**config.mk**
```make
export PLATFORM = sky130hd
export DESIGN_NAME = scan_cmd_bridge
export DESIGN_NICKNAME = d
export VERILOG_FILES = /design/src/rtl/scan_bridge_pkg.sv /design/src/rtl/scan_toggle_sync.sv /design/src/rtl/scan_cmd_bridge.sv
export SDC_FILE = /design/constraint.sdc
export NUM_CORES = 1
export LEC_CHECK = 0
export CORE_AREA = 10 10 96 98
export DETAILED_ROUTE_END_ITERATION = 8
export DIE_AREA = 0 0 106 108
export PLACE_DENSITY = 0.74
export SKIP_CTS_REPAIR_TIMING = 1
export SLEW_MARGIN = 20
export SYNTH_ARGS = -nofsm -noshare
export SYNTH_HDL_FRONTEND = slang
export SYNTH_SLANG_ARGS = --single-unit
export TNS_END_PERCENT = 20
```
**constraint.sdc**
```tcl
create_clock -name clk -period 1.7 [get_ports clk]
set_input_delay 0.34 -clock clk [delete_from_list [all_inputs] [get_ports clk]]
set_output_delay 0.34 -clock clk [all_outputs]
set_load 0.01 [all_outputs]
```
**src/rtl/scan_bridge_pkg.sv**
```systemverilog
// Shared types and defaults for the scan-chain command bridge.
package scan_bridge_pkg;

    localparam int SB_ADDR_W = 16;
    localparam int SB_DATA_W = 16;
    localparam logic [SB_DATA_W-1:0] SB_ERR_DATA = 16'hDEAD;

    typedef enum logic [1:0] {
        IDLE      = 2'd0,
        ISSUE     = 2'd1,
        WAIT_RESP = 2'd2,
        DONE      = 2'd3
    } sb_state_e;

    typedef struct packed {
        logic                 we;
        logic [SB_ADDR_W-1:0] addr;
        logic [SB_DATA_W-1:0] wdata;
    } cmd_t;

endpackage

```
**src/rtl/scan_toggle_sync.sv**
```systemverilog
// Brings a toggle-coded asynchronous trigger into clk and emits a one-cycle pulse per toggle.
module scan_toggle_sync (
    input  logic clk,
    input  logic rst_n,
    input  logic async_i,
    output logic toggle_o
);

    logic s1_q;
    logic s2_q;
    logic prev_q;

    always_ff @(posedge clk or negedge rst_n) begin
        if (!rst_n) begin
            s1_q   <= 1'b0;
            s2_q   <= 1'b0;
            prev_q <= 1'b0;
        end else begin
            s1_q   <= async_i;
            s2_q   <= s1_q;
            prev_q <= s2_q;
        end
    end

    assign toggle_o = s2_q ^ prev_q;

endmodule

```
**src/rtl/scan_cmd_bridge.sv**
```systemverilog
// Executes one engine transaction per scan_id toggle using the scanned command fields.
//   state     | meaning
//   IDLE      | waiting for a toggle; command fields captured on it
//   ISSUE     | req_valid high until accepted or timed out
//   WAIT_RESP | read accepted, waiting for resp_valid or timeout
//   DONE      | one cycle to raise static_ready, then back to IDLE
module scan_cmd_bridge
    import scan_bridge_pkg::*;
#(
    parameter int                 ADDR_W         = SB_ADDR_W,
    parameter int                 DATA_W         = SB_DATA_W,
    parameter int                 TIMEOUT_CYCLES = 16,
    parameter logic [DATA_W-1:0]  ERR_DATA       = SB_ERR_DATA
) (
    input  logic              clk,
    input  logic              rst_n,
    input  logic              scan_id_i,
    input  logic              static_wen_i,
    input  logic              static_ren_i,
    input  logic [ADDR_W-1:0] static_addr_i,
    input  logic [DATA_W-1:0] static_wdata_i,
    output logic              req_valid_o,
    output logic              req_we_o,
    output logic [ADDR_W-1:0] req_addr_o,
    output logic [DATA_W-1:0] req_wdata_o,
    input  logic              req_ready_i,
    input  logic              resp_valid_i,
    input  logic [DATA_W-1:0] resp_rdata_i,
    output logic [DATA_W-1:0] static_rdata_o,
    output logic              static_ready_o,
    output logic              cmd_err_o,
    output logic              cmd_drop_o
);

    localparam int TMO_W = $clog2(TIMEOUT_CYCLES + 1);
    localparam logic [TMO_W-1:0] TMO_LAST = TMO_W'(TIMEOUT_CYCLES - 1);

    logic toggle;

    scan_toggle_sync u_sync (
        .clk      (clk),
        .rst_n    (rst_n),
        .async_i  (scan_id_i),
        .toggle_o (toggle)
    );

    sb_state_e         state_q;
    cmd_t              cmd_q;
    logic [TMO_W-1:0]  tmo_cnt_q;
    logic              req_valid_q;
    logic [DATA_W-1:0] static_rdata_q;
    logic              static_ready_q;
    logic              cmd_err_q;
    logic              cmd_drop_q;

    always_ff @(posedge clk or negedge rst_n) begin
        if (!rst_n) begin
            state_q        <= IDLE;
            cmd_q          <= '0;
            tmo_cnt_q      <= '0;
            req_valid_q    <= 1'b0;
            static_rdata_q <= '0;
            static_ready_q <= 1'b0;
            cmd_err_q      <= 1'b0;
            cmd_drop_q     <= 1'b0;
        end else begin
            // toggles outside IDLE are consumed by the synchronizer and never replayed
            if (toggle && state_q != IDLE) cmd_drop_q <= 1'b1;
            case (state_q)
                IDLE: begin
                    if (toggle) begin
                        static_ready_q <= 1'b0;
                        cmd_err_q      <= 1'b0;
                        cmd_drop_q     <= 1'b0;
                        tmo_cnt_q      <= '0;
                        cmd_q          <= '{we: static_wen_i, addr: static_addr_i, wdata: static_wdata_i};
                        case ({static_wen_i, static_ren_i})
                            2'b10, 2'b01: begin
                                req_valid_q <= 1'b1;
                                state_q     <= ISSUE;
                            end
                            2'b11: begin
                                static_rdata_q <= ERR_DATA;
                                cmd_err_q      <= 1'b1;
                                state_q        <= DONE;
                            end
                            default: state_q <= DONE;
                        endcase
                    end
                end
                ISSUE: begin
                    if (req_ready_i) begin
                        req_valid_q <= 1'b0;
                        tmo_cnt_q   <= '0;
                        state_q     <= cmd_q.we ? DONE : WAIT_RESP;
                    end else if (tmo_cnt_q == TMO_LAST) begin
                        req_valid_q    <= 1'b0;
                        static_rdata_q <= ERR_DATA;
                        cmd_err_q      <= 1'b1;
                        state_q        <= DONE;
                    end else begin
                        tmo_cnt_q <= tmo_cnt_q + TMO_W'(1);
                    end
                end
                WAIT_RESP: begin
                    if (resp_valid_i) begin
                        static_rdata_q <= resp_rdata_i;
                        state_q        <= DONE;
                    end else if (tmo_cnt_q == TMO_LAST) begin
                        static_rdata_q <= ERR_DATA;
                        cmd_err_q      <= 1'b1;
                        state_q        <= DONE;
                    end else begin
                        tmo_cnt_q <= tmo_cnt_q + TMO_W'(1);
                    end
                end
                DONE: begin
                    static_ready_q <= 1'b1;
                    state_q        <= IDLE;
                end
                default: state_q <= IDLE;
            endcase
        end
    end

    assign req_valid_o    = req_valid_q;
    assign req_we_o       = cmd_q.we;
    assign req_addr_o     = cmd_q.addr;
    assign req_wdata_o    = cmd_q.wdata;
    assign static_rdata_o = static_rdata_q;
    assign static_ready_o = static_ready_q;
    assign cmd_err_o      = cmd_err_q;
    assign cmd_drop_o     = cmd_drop_q;

endmodule
```
==> impl_metrics.toml <==
[sta]
finClkSkew_ns = 0.0102
rsz0062_at_grt = "yes"
slew_headroom = 0.757
slew_violations = 0
fmax_ghz = 0.572
finalCriticalPeriod_ns = 1.75
fin_ws_ns = -0.0468
setup-violations-final = 11
timing.final.crit_share = 1.03
hold_viol = 2
whs_ns = -0.00360
worst_slew_pin_slew_ns = 0.362

[route]
drt-initial-drc-count = 76
viasPerCell = 4.97
drcViolationCount = 0
vias = 2268
routed_wl_mm = 7.64
firstDrtPassIters = 5
routedWlPerCell_um = 16.8
ant_nets = 0

[floorplan]
core-area_um2 = 7450
die-area_um2 = 11400
die_h_um = 108
die_w_um = 106
rows = 32
boundaryPins = 108
start_util = 0.372

[global_routing]
grt_pass1_wl_mm = 12.3
grt_pass1_vias = 2441
overflow = 0
grt_use_total = 0.133
antenna_found_initial = 0
grt_max_degree = 64

[placed_design]
dpl_worst_slack_ns = -0.193
io_buffer_count = 107
routabilityCongestion = 0.869
hpwl_mm = 5.65

[pwr]
p_leak_nw = 1.82
peakVddDrop_v = 0.000852
powerDensity_nw_per_um2 = 1960
total_power_mw = 8.60

[final_layout]
area_delta_synth_final_pct = 58.3
final_common_cell = "clkdlybuf4s50_1"
n_fill_cell = 646
antennaDiodeCount = 0
layout_common_cells = "clkdlybuf4s50_1 (106), dfrtp_1 (62), mux2_2 (32), nand3_1 (23), buf_4 (18)"
drive_gt1_frac = 0.266
nets = 412

[critical_path]
critPathMaxFanout = 6
cp-end-kind = "flip-flop"
cp_common_cell = "buf_6"
worstPathCellList = "buf_6 -> ha_4 -> a211oi_2 -> a31o_2 -> nor3b_4 -> buf_6 -> a31oi_4"
cp.arrival_ns = 1.95
worst_path_max_delay_cell = "dfrtp_1"
crit_type = "flip-flop to flip-flop"
worstSetupStartpointType = "flip-flop"
cpLargestDelayFamily = "compound AO/OA/AOI/OAI gates"
cp.required_ns = 1.90
slowest_delay_ns = 0.41
crit_buf_inv = 2

[clock_tree]
cts.htree.levels = 3
cts.path.max_buffers = 2
path_clk_slew_ns = 0.07
clkSinkCount = 63
clockRootBuffer = "clkbuf_8"
cts_tree = "built"
cts_buffers = 9
worstSkewPairLatency_ns = 0.33

[logic_synthesis]
synth_fp_nets = 283
synth.distinct_cells = 34
yosys_warnings = 0
avgSynthCellArea_um2 = 12.5
ys_ff_latch = 63
syn_inst = 221
netlist_area_um2 = 2770
ys_seq_area_frac = 0.570

[job]
cap_violations = 0

[status]
outcome = "complete, but fails checks"
violations = "negative hold slack, negative setup slack"

[hold_path]
hold_class = "input port to async pin"
## per-stage QoR
step                      cell area (um2)  cells  setup TNS, ns   util
final                                4380    456         -0.245  0.588
after global routing                 4380    456          -1.44  0.588
after CTS                            4280    454          -1.03  0.575
after detailed placement             4090    439          -3.14  0.549
after global placement               4090    439          -2.11  0.549
after floorplan                      2770    221        -0.0101      -
## layout make-up
class | instances | area (um2) | area share
Sequential cell | 63 | 1580 | 0.360
Tap cell | 102 | 128 | 0.0291
Multi-Input combinational cell | 140 | 1170 | 0.266
Clock buffer | 12 | 155 | 0.0354
Clock inverter | 3 | 42.5 | 0.00971
Inverter | 4 | 15.0 | 0.00343
Timing Repair Buffer | 132 | 1300 | 0.296
## kinds of logic after synthesis
| logic type | after synthesis | synth area share |
|---|---|---|
| AOI/OAI and AO/OA | 57 | 0.141 |
| xor gates and xnor gates | 2 | 0.00904 |
| adders and majority gates | 7 | 0.0316 |
| buffers and inverters | 18 | 0.0321 |
| DFF | 63 | 0.570 |
| muxes | 34 | 0.138 |
| and+or+nand+nor | 40 | 0.0782 |
## registers in the layout, summed over array words and instances, names as in the netlist, 2 cells and up, named ones only
| signal | flops |
|---|---|
| state_q | 2 |
| req_addr_o | 16 |
| req_wdata_o | 16 |
| tmo_cnt_q | 5 |
| static_rdata_o | 16 |
## final timing paths
kind | slack [ns] | to | from | depth (start not counted)
min | -0.004 | req_valid_o | rst_n | 2
max reg2reg | -0.05 | static_rdata_o[0] | state_q[1] | 7
min reg2reg | 0.35 | u_sync.s2_q | u_sync.s1_q | 0
max | -0.05 | static_rdata_o[0] | state_q[1] | 7
min in group clk | 0.35 | u_sync.s2_q | u_sync.s1_q | 0
max in group asynchronous | 1.40 | tmo_cnt_q[2] | rst_n | 2
## layer usage
metal  vias to the layer above  global-route usage  routed length, um
met5                         -                   0                  0
met4                         0              0.0377                 62
met3                         6              0.0815                812
met2                        79               0.209               3710
met1                      1111               0.150               3050
li1                       1072                   -                  -
## power breakdown
part / switching (mW) / internal [mW]
Sequential: 0.382 / 2.19
Combinational: 2.06 / 2.67
Clock: 0.553 / 0.747
## cells in the mapped netlist, drive strengths merged
| cell type | count | area share |
|---|---|---|
| nor3b | 1 | 0.0045 |
| a31o | 4 | 0.013 |
| nand4b | 1 | 0.0032 |
| and4 | 1 | 0.0032 |
| a21boi | 2 | 0.0054 |
| o211ai | 1 | 0.0027 |
| xor2 | 1 | 0.0059 |
| o21a | 1 | 0.0027 |
| clkbuf | 5 | 0.0068 |
| a21oi | 17 | 0.031 |
| o21ai | 5 | 0.010 |
| dfrtp | 63 | 0.57 |
| and2 | 1 | 0.0023 |
| o311ai | 1 | 0.0032 |
| nand2 | 7 | 0.010 |
| and3 | 1 | 0.0023 |
| xnor2 | 1 | 0.0032 |
| nor2 | 2 | 0.0027 |
| a22o | 7 | 0.023 |
| a211oi | 1 | 0.0027 |
| a221oi | 1 | 0.0095 |
| buf | 9 | 0.020 |
| nor2b | 2 | 0.0045 |
| and4b | 1 | 0.0036 |
| ha | 7 | 0.032 |
| nand3 | 23 | 0.042 |
| inv | 4 | 0.0054 |
| a31oi | 17 | 0.038 |
| mux2 | 34 | 0.14 |
Power figures use the tool's default switching activity.
